===== config.mk =====
export PLATFORM = sky130hd
export DESIGN_NAME = cnn_conv_pool_engine_flat
export DESIGN_NICKNAME = d
export VERILOG_FILES = /design/src/rtl/cnn_pkg.sv /design/src/rtl/cnn_conv_pool_engine_if.sv /design/src/rtl/conv_tap_mac.sv /design/src/rtl/cnn_conv_pool_engine.sv /design/src/flat_wrapper.sv
export SDC_FILE = /design/constraint.sdc
export NUM_CORES = 2
export LEC_CHECK = 0
export ABC_AREA = 0
export BUFFER_PORTS_ARGS = -buffer_cell sky130_fd_sc_hd__buf_2
export CAP_MARGIN = 10
export CORE_UTILIZATION = 41
export DETAILED_ROUTE_END_ITERATION = 7
export PLACE_DENSITY = 0.65
export SLEW_MARGIN = 20
export SYNTH_ARGS = -nofsm -noshare
export SYNTH_HDL_FRONTEND = slang
export SYNTH_SLANG_ARGS = --single-unit

===== constraint.sdc =====
create_clock -name clk -period 6.1 [get_ports clk]
set_input_delay 1.22 -clock clk [delete_from_list [all_inputs] [get_ports clk]]
set_output_delay 1.22 -clock clk [all_outputs]
set_load 0.1 [all_outputs]

===== src/rtl/cnn_pkg.sv =====
// Shared sizes, FSM encodings and packed bus types for the conv/pool engine.
package cnn_pkg;

    localparam int NUM_KERNELS = 2;
    localparam int TAPS        = 4;
    localparam int PIX_W       = 8;
    localparam int POOL_WIN    = 4;
    localparam int SHIFT       = 2;

    // One extra index bit so an out-of-range slot number is representable and can be flagged.
    localparam int KIDX_W  = $clog2(NUM_KERNELS + 1);
    localparam int CNT_W   = (POOL_WIN > 2) ? $clog2(POOL_WIN) : 1;
    localparam int PROD_W  = 2 * PIX_W + 1;
    localparam int SUM_W   = PROD_W + $clog2(TAPS);
    localparam int SAT_MAX = (1 << PIX_W) - 1;

    typedef logic [1:0] state_t;
    localparam state_t IDLE  = 2'd0;
    localparam state_t LOAD  = 2'd1;
    localparam state_t RUN   = 2'd2;
    localparam state_t DRAIN = 2'd3;

    typedef logic [TAPS*PIX_W-1:0]        pix_win_t;
    typedef logic [TAPS*PIX_W-1:0]        kern_t;
    typedef logic [NUM_KERNELS*PIX_W-1:0] pool_vec_t;

    function automatic logic [PIX_W-1:0] relu_scale_sat(input logic signed [SUM_W-1:0] acc);
        logic signed [SUM_W-1:0] scaled;
        scaled = acc >>> SHIFT;
        if (acc[SUM_W-1])
            return '0;
        if (scaled > SUM_W'(SAT_MAX))
            return '1;
        return scaled[PIX_W-1:0];
    endfunction

endpackage


===== src/rtl/cnn_conv_pool_engine_if.sv =====
// Control, kernel-write, pixel-in and pooled-out handshake bundle of the conv/pool engine.
interface cnn_conv_pool_engine_if;
    import cnn_pkg::*;

    logic              learn;
    logic              classify;
    logic              kr_wr_en;
    logic [KIDX_W-1:0] kr_wr_idx;
    kern_t             kr_wr_data;
    logic              pix_valid;
    logic              pix_ready;
    pix_win_t          pixels;
    logic              pool_valid;
    logic              pool_ready;
    pool_vec_t         pool_data;
    logic              busy;
    logic              kr_err;

    modport master (
        output learn, classify, kr_wr_en, kr_wr_idx, kr_wr_data, pix_valid, pixels, pool_ready,
        input  pix_ready, pool_valid, pool_data, busy, kr_err
    );

    modport slave (
        input  learn, classify, kr_wr_en, kr_wr_idx, kr_wr_data, pix_valid, pixels, pool_ready,
        output pix_ready, pool_valid, pool_data, busy, kr_err
    );

endinterface


===== src/rtl/conv_tap_mac.sv =====
// Per-kernel conv datapath: registered tap products, then adder tree with ReLU, scale and saturation.
module conv_tap_mac
    import cnn_pkg::*;
(
    input  logic             clk,
    input  logic             rst,
    input  logic             en,
    input  pix_win_t         pixels,
    input  kern_t            weights,
    output logic [PIX_W-1:0] result
);

    logic signed [PROD_W-1:0] prod_c [TAPS];
    logic signed [PROD_W-1:0] prod_q [TAPS];
    logic signed [SUM_W-1:0]  sum_c;

    // Pixels are zero-extended so 255 stays positive against signed weights.
    always_comb begin
        for (int t = 0; t < TAPS; t++) begin
            prod_c[t] = $signed(PROD_W'(pixels[t*PIX_W +: PIX_W])) *
                        PROD_W'($signed(weights[t*PIX_W +: PIX_W]));
        end
    end

    always_comb begin
        sum_c = '0;
        for (int t = 0; t < TAPS; t++) begin
            sum_c = sum_c + SUM_W'(prod_q[t]);
        end
    end

    always_ff @(posedge clk) begin
        if (rst) begin
            for (int t = 0; t < TAPS; t++) begin
                prod_q[t] <= '0;
            end
            result <= '0;
        end else if (en) begin
            for (int t = 0; t < TAPS; t++) begin
                prod_q[t] <= prod_c[t];
            end
            result <= relu_scale_sat(sum_c);
        end
    end

endmodule


===== src/rtl/cnn_conv_pool_engine.sv =====
// Conv/pool front end: kernel bank, mode FSM, parallel conv pipes, running max-pool and output handshake.
module cnn_conv_pool_engine
    import cnn_pkg::*;
(
    input  logic                 clk,
    input  logic                 rst,
    cnn_conv_pool_engine_if.slave bus
);

    state_t           state;
    kern_t            bank [NUM_KERNELS];
    logic             kr_err_q;
    logic             v1;
    logic             v2;
    logic [CNT_W-1:0] count;
    logic [PIX_W-1:0] conv_res [NUM_KERNELS];
    logic [PIX_W-1:0] max_q    [NUM_KERNELS];
    logic [PIX_W-1:0] max_next [NUM_KERNELS];
    logic             pool_valid_q;
    pool_vec_t        pool_data_q;
    logic             pool_last;
    logic             stall;
    logic             accept;
    logic             pipe_empty;

    // Only a result that would overwrite a still-unread pooled vector stalls the pipe.
    assign pool_last  = (count == CNT_W'(POOL_WIN - 1));
    assign stall      = pool_valid_q & ~bus.pool_ready & v2 & pool_last;
    assign accept     = bus.pix_valid & bus.pix_ready;
    assign pipe_empty = ~v1 & ~v2;

    assign bus.pix_ready  = (state == RUN) & ~stall;
    assign bus.pool_valid = pool_valid_q;
    assign bus.pool_data  = pool_data_q;
    assign bus.busy       = (state != IDLE);
    assign bus.kr_err     = kr_err_q;

    always_ff @(posedge clk) begin
        if (rst) begin
            state <= IDLE;
        end else begin
            case (state)
                IDLE: begin
                    if (bus.learn)
                        state <= LOAD;
                    else if (bus.classify)
                        state <= RUN;
                end
                LOAD:  if (!bus.learn) state <= IDLE;
                RUN:   if (!bus.classify) state <= DRAIN;
                DRAIN: if (pipe_empty && !pool_valid_q) state <= IDLE;
                default: state <= IDLE;
            endcase
        end
    end

    always_ff @(posedge clk) begin
        if (rst) begin
            for (int k = 0; k < NUM_KERNELS; k++) begin
                bank[k] <= '0;
            end
            kr_err_q <= 1'b0;
        end else if (state == LOAD && bus.kr_wr_en) begin
            if (bus.kr_wr_idx >= KIDX_W'(NUM_KERNELS))
                kr_err_q <= 1'b1;
            for (int k = 0; k < NUM_KERNELS; k++) begin
                if (bus.kr_wr_idx == KIDX_W'(k))
                    bank[k] <= bus.kr_wr_data;
            end
        end
    end

    always_ff @(posedge clk) begin
        if (rst) begin
            v1 <= 1'b0;
            v2 <= 1'b0;
        end else if (!stall) begin
            v1 <= accept;
            v2 <= v1;
        end
    end

    for (genvar k = 0; k < NUM_KERNELS; k++) begin : g_mac
        conv_tap_mac u_mac (
            .clk     (clk),
            .rst     (rst),
            .en      (~stall),
            .pixels  (bus.pixels),
            .weights (bank[k]),
            .result  (conv_res[k])
        );
    end

    // The first result of each pooling window replaces whatever max is left from the last one.
    always_comb begin
        for (int k = 0; k < NUM_KERNELS; k++) begin
            max_next[k] = (count == '0 || conv_res[k] > max_q[k]) ? conv_res[k] : max_q[k];
        end
    end

    always_ff @(posedge clk) begin
        if (rst) begin
            count        <= '0;
            pool_valid_q <= 1'b0;
            pool_data_q  <= '0;
            for (int k = 0; k < NUM_KERNELS; k++) begin
                max_q[k] <= '0;
            end
        end else begin
            if (pool_valid_q && bus.pool_ready)
                pool_valid_q <= 1'b0;
            if (v2 && !stall) begin
                if (pool_last) begin
                    count        <= '0;
                    pool_valid_q <= 1'b1;
                    for (int k = 0; k < NUM_KERNELS; k++) begin
                        pool_data_q[k*PIX_W +: PIX_W] <= max_next[k];
                    end
                end else begin
                    count <= count + CNT_W'(1);
                    for (int k = 0; k < NUM_KERNELS; k++) begin
                        max_q[k] <= max_next[k];
                    end
                end
            end else if (state == DRAIN && pipe_empty) begin
                count <= '0;
            end
        end
    end

endmodule

===== src/flat_wrapper.sv =====
// flat-port wrapper written by rule: the top's interface ports become plain ports
module cnn_conv_pool_engine_flat import cnn_pkg::*;
  (clk, rst, bus_learn, bus_classify, bus_kr_wr_en, bus_kr_wr_idx, bus_kr_wr_data, bus_pix_valid, bus_pixels, bus_pool_ready, bus_pix_ready, bus_pool_valid, bus_pool_data, bus_busy, bus_kr_err);
  cnn_conv_pool_engine_if bus_i ();
  input  logic clk;
  input  logic rst;
  input wire logic [$bits(bus_i.learn)-1:0] bus_learn;
  input wire logic [$bits(bus_i.classify)-1:0] bus_classify;
  input wire logic [$bits(bus_i.kr_wr_en)-1:0] bus_kr_wr_en;
  input wire logic [$bits(bus_i.kr_wr_idx)-1:0] bus_kr_wr_idx;
  input wire logic [$bits(bus_i.kr_wr_data)-1:0] bus_kr_wr_data;
  input wire logic [$bits(bus_i.pix_valid)-1:0] bus_pix_valid;
  input wire logic [$bits(bus_i.pixels)-1:0] bus_pixels;
  input wire logic [$bits(bus_i.pool_ready)-1:0] bus_pool_ready;
  output wire logic [$bits(bus_i.pix_ready)-1:0] bus_pix_ready;
  output wire logic [$bits(bus_i.pool_valid)-1:0] bus_pool_valid;
  output wire logic [$bits(bus_i.pool_data)-1:0] bus_pool_data;
  output wire logic [$bits(bus_i.busy)-1:0] bus_busy;
  output wire logic [$bits(bus_i.kr_err)-1:0] bus_kr_err;
  assign bus_i.learn = bus_learn;
  assign bus_i.classify = bus_classify;
  assign bus_i.kr_wr_en = bus_kr_wr_en;
  assign bus_i.kr_wr_idx = bus_kr_wr_idx;
  assign bus_i.kr_wr_data = bus_kr_wr_data;
  assign bus_i.pix_valid = bus_pix_valid;
  assign bus_i.pixels = bus_pixels;
  assign bus_i.pool_ready = bus_pool_ready;
  assign bus_pix_ready = bus_i.pix_ready;
  assign bus_pool_valid = bus_i.pool_valid;
  assign bus_pool_data = bus_i.pool_data;
  assign bus_busy = bus_i.busy;
  assign bus_kr_err = bus_i.kr_err;
  cnn_conv_pool_engine u_core (.clk(clk), .rst(rst), .bus(bus_i));
endmodule

**Word level (Yosys, flattened, before mapping)**

Memory sizes are Yosys's and may differ from the RTL's.
Cells that the tools add are included.

- Add/subtract/negate cells: 7
- $mul: 8
- $lt $le $gt $ge: 5
- Equal/unequal tests: 9
- Muxes and demuxes: 65
- Bitwise logic cells: 22
- Reductions and logical operators: 17

Operators with widths:

| cell | count |
|---|---|
| $mul 9x8->17 | 8 |
| $mux 17 | 8 |
| $mux 8 | 12 |
| $mux 32 | 2 |
| $add 18x17->19 | 2 |
| $add 19x17->19 | 2 |
| $add 17x17->18 | 2 |
| $gt 17x9->1 const B | 2 |
| $mux 1 | 34 |
| $gt 8x8->1 | 2 |
| $mux 2 | 8 |
| $or 1x1->1 | 12 |
| $pmux 2 s4 | 1 |
| $and 1x1->1 | 6 |
| $eq 2x2->1 const B | 3 |
| $logic_not 2->1 | 3 |
| $logic_and 1x1->1 | 5 |
| $eq 2x1->1 const B | 2 |
| $ne 2x2->1 const B | 2 |
| $not 1->1 | 4 |
| $reduce_and 2->1 | 2 |
| $reduce_and 4->1 | 1 |
| $reduce_bool 2->1 | 2 |
| $ne 3x3->1 const B | 1 |
| other kinds (5) | 7 |

- Flip-flop bits (word level): 40
- RAM bits: 216
- Input bits: 73
- Word-level logic and storage cells: 146
- Memories kept: 4

Memory list:

| memory | depth | bits a word | read ports | clocked after Yosys merged registers in | wr ports | line | RTL |
|---|---|---|---|---|---|---|---|
| u_core.g_mac[0].u_mac.prod_q | 4 | 17 | 4 | 0 | 4 | conv_tap_mac.sv:14 | `logic signed [PROD_W-1:0] prod_q [TAPS];` |
| u_core.g_mac[1].u_mac.prod_q | 4 | 17 | 4 | 0 | 4 | conv_tap_mac.sv:14 |  |
| u_core.bank | 2 | 32 | 2 | 0 | 2 | cnn_conv_pool_engine.sv:11 | `kern_t bank [NUM_KERNELS];` |
| u_core.max_q | 2 | 8 | 2 | 0 | 2 | cnn_conv_pool_engine.sv:17 | `logic [PIX_W-1:0] max_q [NUM_KERNELS];` |

**Longest topological paths before layout**

- Word-level depth: 11
- Depth in mapped cells: 19
- Gate-level depth less buffers: 18

**By module**

Synthesis repeated with hierarchy kept, for this count alone.

- Cell total of the unflattened synthesis: 3190
- Area total of the unflattened synthesis: 31052.3 um2

By module, submodules not included:

| module | times used | cells each | area an instance (um2) | seq. area each (um2) |
|---|---|---|---|---|
| conv_tap_mac at u_core.g_mac[0].u_mac | 1 | 1439 | 13396.6 | 2202.1 |
| conv_tap_mac at u_core.g_mac[1].u_mac | 1 | 1417 | 13188.9 | 2202.1 |
| cnn_conv_pool_engine | 1 | 334 | 4466.8 | 2882.8 |

**Least setup slack after synthesis**

OpenSTA, ideal clock, no wires.

- Path kind: input to register
- From: input port bus_pixels[15]
- To: memory u_core.g_mac[1].u_mac.prod_q[1][16] in the netlist's numbering, data pin
- Library setup time: 0.131 ns
- Arrival time: 5.200 ns
- Data required time: 5.969 ns
- Slack: 0.769 ns
- Stages: 17
- Buffers on the path: 1
- Cells stage by stage: clkbuf_1 nand2_1 fa_1 fa_1 inv_1 fa_1 inv_1 fa_1 inv_1 ha_1 o21a_1 o21ai_0 a21o_1 a21oi_1 nor3_1 or4_1 nand2_1

RTL lines:

| item | line | RTL |
|---|---|---|
| start: declaration | flat_wrapper.sv:13 | `input wire logic [$bits(bus_i.pixels)-1:0] bus_pixels;` |
| end: declaration | conv_tap_mac.sv:14 |  |

==> impl_metrics.json <==
{
  "status": "complete, but fails checks",
  "violations": "design-rule violations",
  "path_cells": "buf_2 > and2_1 > fa_1 > inv_1 > fa_1 > fa_1 > fa_1 > inv_1 > ha_1 > nor2b_1 > o21ai_0 > nand2b_1 > a21oi_1 > o21ai_0 > a21oi_1 > a211o_1 > mux2i_1",
  "drt_drc_violations_left": 7,
  "vias_per_cell": 5.041,
  "synth_nets": 4023,
  "critPathMaxStageDelay_ps": 510,
  "max-slew-margin-rel_pct": 34.69,
  "pwr-share-seq_pct": 24.5,
  "drv_cap": 0,
  "post_cts_buffers": 0,
  "globalplace.congestion": 0.8965,
  "hp-class": "flop to flop",
  "antenna_found_initial": 2,
  "layout.nets": 4090,
  "grt_pass1_wl_mm": 113.5,
  "timing.fmax_mhz": 197.1,
  "core_um2": 73330,
  "io_buffers": 92,
  "synth.area.top_cells": "fa_1 (24%), edfxtp_1 (21%), ha_1 (16%), inv_1 (8.1%), and2_1 (5.9%)",
  "rsz0062_at_grt": "no",
  "fin_crit_ps": 5075,
  "cts-resized-gates": 0,
  "overflow": 0,
  "drive_above_1_share_pct": 5.456,
  "synth_top_area_share_pct": 24.00,
  "final_cells": 4241,
  "crit_arrival_ps": 5420,
  "cts_tree": "yes",
  "clk_path_buf_depth": 3,
  "worstSkewPairLatency_ps": 600,
  "p_sw_share_pct": 44.08,
  "place_hpwl_mm": 55.51,
  "ys_ff_latch": 256,
  "cts_made_buffers": 30,
  "pwr-share-clk_pct": 18.4,
  "ctsHtreeMaxLevel": 1,
  "ctsHoldBuffers": 0,
  "synth_ff_type": "edfxtp_1",
  "hold_violations": 0,
  "yosysTopAreaCell": "fa_1",
  "cp-start-kind": "input port",
  "netlist_instances": 3190,
  "cts.clk_slew.worst_paths_ps": 70,
  "leakage_nw": 15.96,
  "fp.dieH_um": 274.9,
  "drt-total-wl_mm": 69.16,
  "synth_edf_count": 216,
  "rows": 99,
  "intPower_w": 0.005397,
  "gr-usage-met1_pct": 26.45,
  "synth_warnings": 0,
  "grt_pass1_vias": 21420,
  "synth_top_cells_by_count": "inv_1 (657), ha_1 (394), fa_1 (366)",
  "yosys.cell_types.count": 63,
  "num_vias": 21380,
  "die-area_um2": 75550,
  "slew_violations": 0,
  "busiest_layer": "met2",
  "initial_core_util_pct": 41.63,
  "firstDrtPassIters": 7,
  "worst_pin_slew_ps": 979.7,
  "clock-sinks": 256,
  "synth-seq-area-share_pct": 23.87,
  "tns_ps": 0,
  "ir_drop_mv": 0.3347,
  "drt_iter0_drc": 1293,
  "switchingPower_w": 0.004255,
  "io_pins": 93,
  "comb_power_share_pct": 57.1,
  "cp_max_fo": 16,
  "end_kind": "flop",
  "finClkSkew_ps": 22.28,
  "cp_slowest_cell": "fa_1",
  "p_per_area_nw_per_um2": 292.1,
  "required_ps": 6450,
  "cpMostUsedCell": "fa_1",
  "syn_area_per_cell_um2": 9.569,
  "antenna_left": 0,
  "die_w_um": 274.9,
  "async_flop_share_pct": 0,
  "syn2layout_area_growth_pct": 8.247,
  "grt_start_max_net_pins": 76,
  "use_met2_pct": 30.66,
  "use_met3_pct": 2.269,
  "setup_violations": 0,
  "wl_per_cell_um": 16.31,
  "critPathKind": "input port to flop",
  "dp.cells": 4184,
  "finalCritPeriodShare_pct": 83.19,
  "post-synth-top-count-cell": "inv_1",
  "cts_root_buf": "clkbuf_16",
  "grt_use_total_pct": 18.93,
  "mappedNetlistArea_um2": 30520
}
worst max-delay path, delay by kind of cell:
family / cells / cell delay (ps)
compound gates: 5 / 1060
buf+inv: 3 / 340
simple gates: 3 / 510
fa+ha+maj: 5 / 2160
mux: 1 / 130
cell usage in the layout (no fill, tap or decap), types with 26 or more instances in the layout:
master	count
xor2_1	39
and2_1	288
a21oi_1	98
and3_1	46
nor3_1	63
nand2_1	281
a211oi_1	26
a21o_1	28
xnor2_1	48
buf_2	92
nand3_1	32
nor2_1	159
o21ai_0	52
ha_1	394
nand2b_1	62
clkbuf_16	32
fa_1	366
inv_1	656
dfxtp_1	40
edfxtp_1	216
final timing paths:
path                                              startpoint                                                end  slack (ps)  depth (start not counted)
worst max-delay path                          bus_pixels[27]  u_core.g_mac[1].u_mac.prod_q[3][16]$_SDFFCE_PN0P_        1030                         17
worst min register to register        u_core.v1$_SDFFE_PP0N_                             u_core.v1$_SDFFE_PP0N_         470                          2
worst min-delay path                  u_core.v1$_SDFFE_PP0N_                             u_core.v1$_SDFFE_PP0N_         470                          2
worst max register to register  u_core.bank[0][58]$_DFFE_PP_  u_core.g_mac[1].u_mac.prod_q[3][16]$_SDFFCE_PN0P_        1340                         16
routing by layer:
layer	up-vias	wire (um)
li1	10350	-
met4	0	2106
met5	-	0
met1	10490	31970
met3	92	3188
met2	446	31900
sequential cells by signal (all words and copies together) (netlist names):
name / flops
u_core.g_mac.u_mac.result: 16
u_core.bank: 64
u_core.state: 2
u_core.bus.pool_data: 16
u_core.count: 2
u_core.v2: 1
u_core.bus.kr_err: 1
u_core.v1: 1
u_core.max_q: 16
u_core.g_mac.u_mac.prod_q: 136
u_core.bus.pool_valid: 1
stage by stage:
stage / util, % / setup slack, ps / hold WS [ps] / power, W / instance area (um^2)
global route: 45.06 / 790.6 / 500.7 / 0.01054 / 33040
CTS: 45.05 / 1065 / 471.4 / 0.009682 / 33030
floorplan: - / 768.7 / 440.6 / 0.006541 / 30520
finish: 45.06 / 1025 / 472.9 / 0.009652 / 33040
global placement: 43.75 / 477.3 / 448.2 / 0.007803 / 32080
detailed placement: 43.75 / 467.7 / 462.8 / 0.007860 / 32080
logic make-up (layout without fill, tap and decap cells):
kind of cell    after synthesis  after routing  share of synthesized area, %
xor+xnor                     87             87                         2.496
fa+ha+maj                   760            760                         40.15
simple gates               1022           1022                         17.12
compound gates              321            321                         6.809
flops                       256            256                         23.87
buf+inv                     726            817                         8.960
mux                          18             18                        0.5903
other cells                   0              1                             0
power by group through the flow:
| stage | logic (W) | registers (W) | clock network [W] |
|---|---|---|---|
| 6_report | 0.00551 | 0.00236 | 0.00178 |
| 5_1_grt | 0.00628 | 0.00239 | 0.00188 |
| 4_1_cts | 0.00551 | 0.00236 | 0.00181 |
| 3_5_place_dp | 0.00546 | 0.00240 | 0 |
| 3_3_place_gp | 0.00542 | 0.00239 | 0 |
| 2_1_floorplan | 0.00422 | 0.00232 | 0 |
final cells by class:
| type | instances | area [um^2] |
|---|---|---|
| Inverter | 657 | 2469 |
| Antenna cell | 1 | 2.502 |
| Timing Repair Buffer | 104 | 588.1 |
| Multi-Input combinational cell | 2208 | 20540 |
| Tap cell | 959 | 1200 |
| Fill cell | 7078 | 40290 |
| Clock buffer | 40 | 850.8 |
| Sequential cell | 256 | 7287 |
| Clock inverter | 16 | 103.9 |
(Power assumes the default switching activity.)
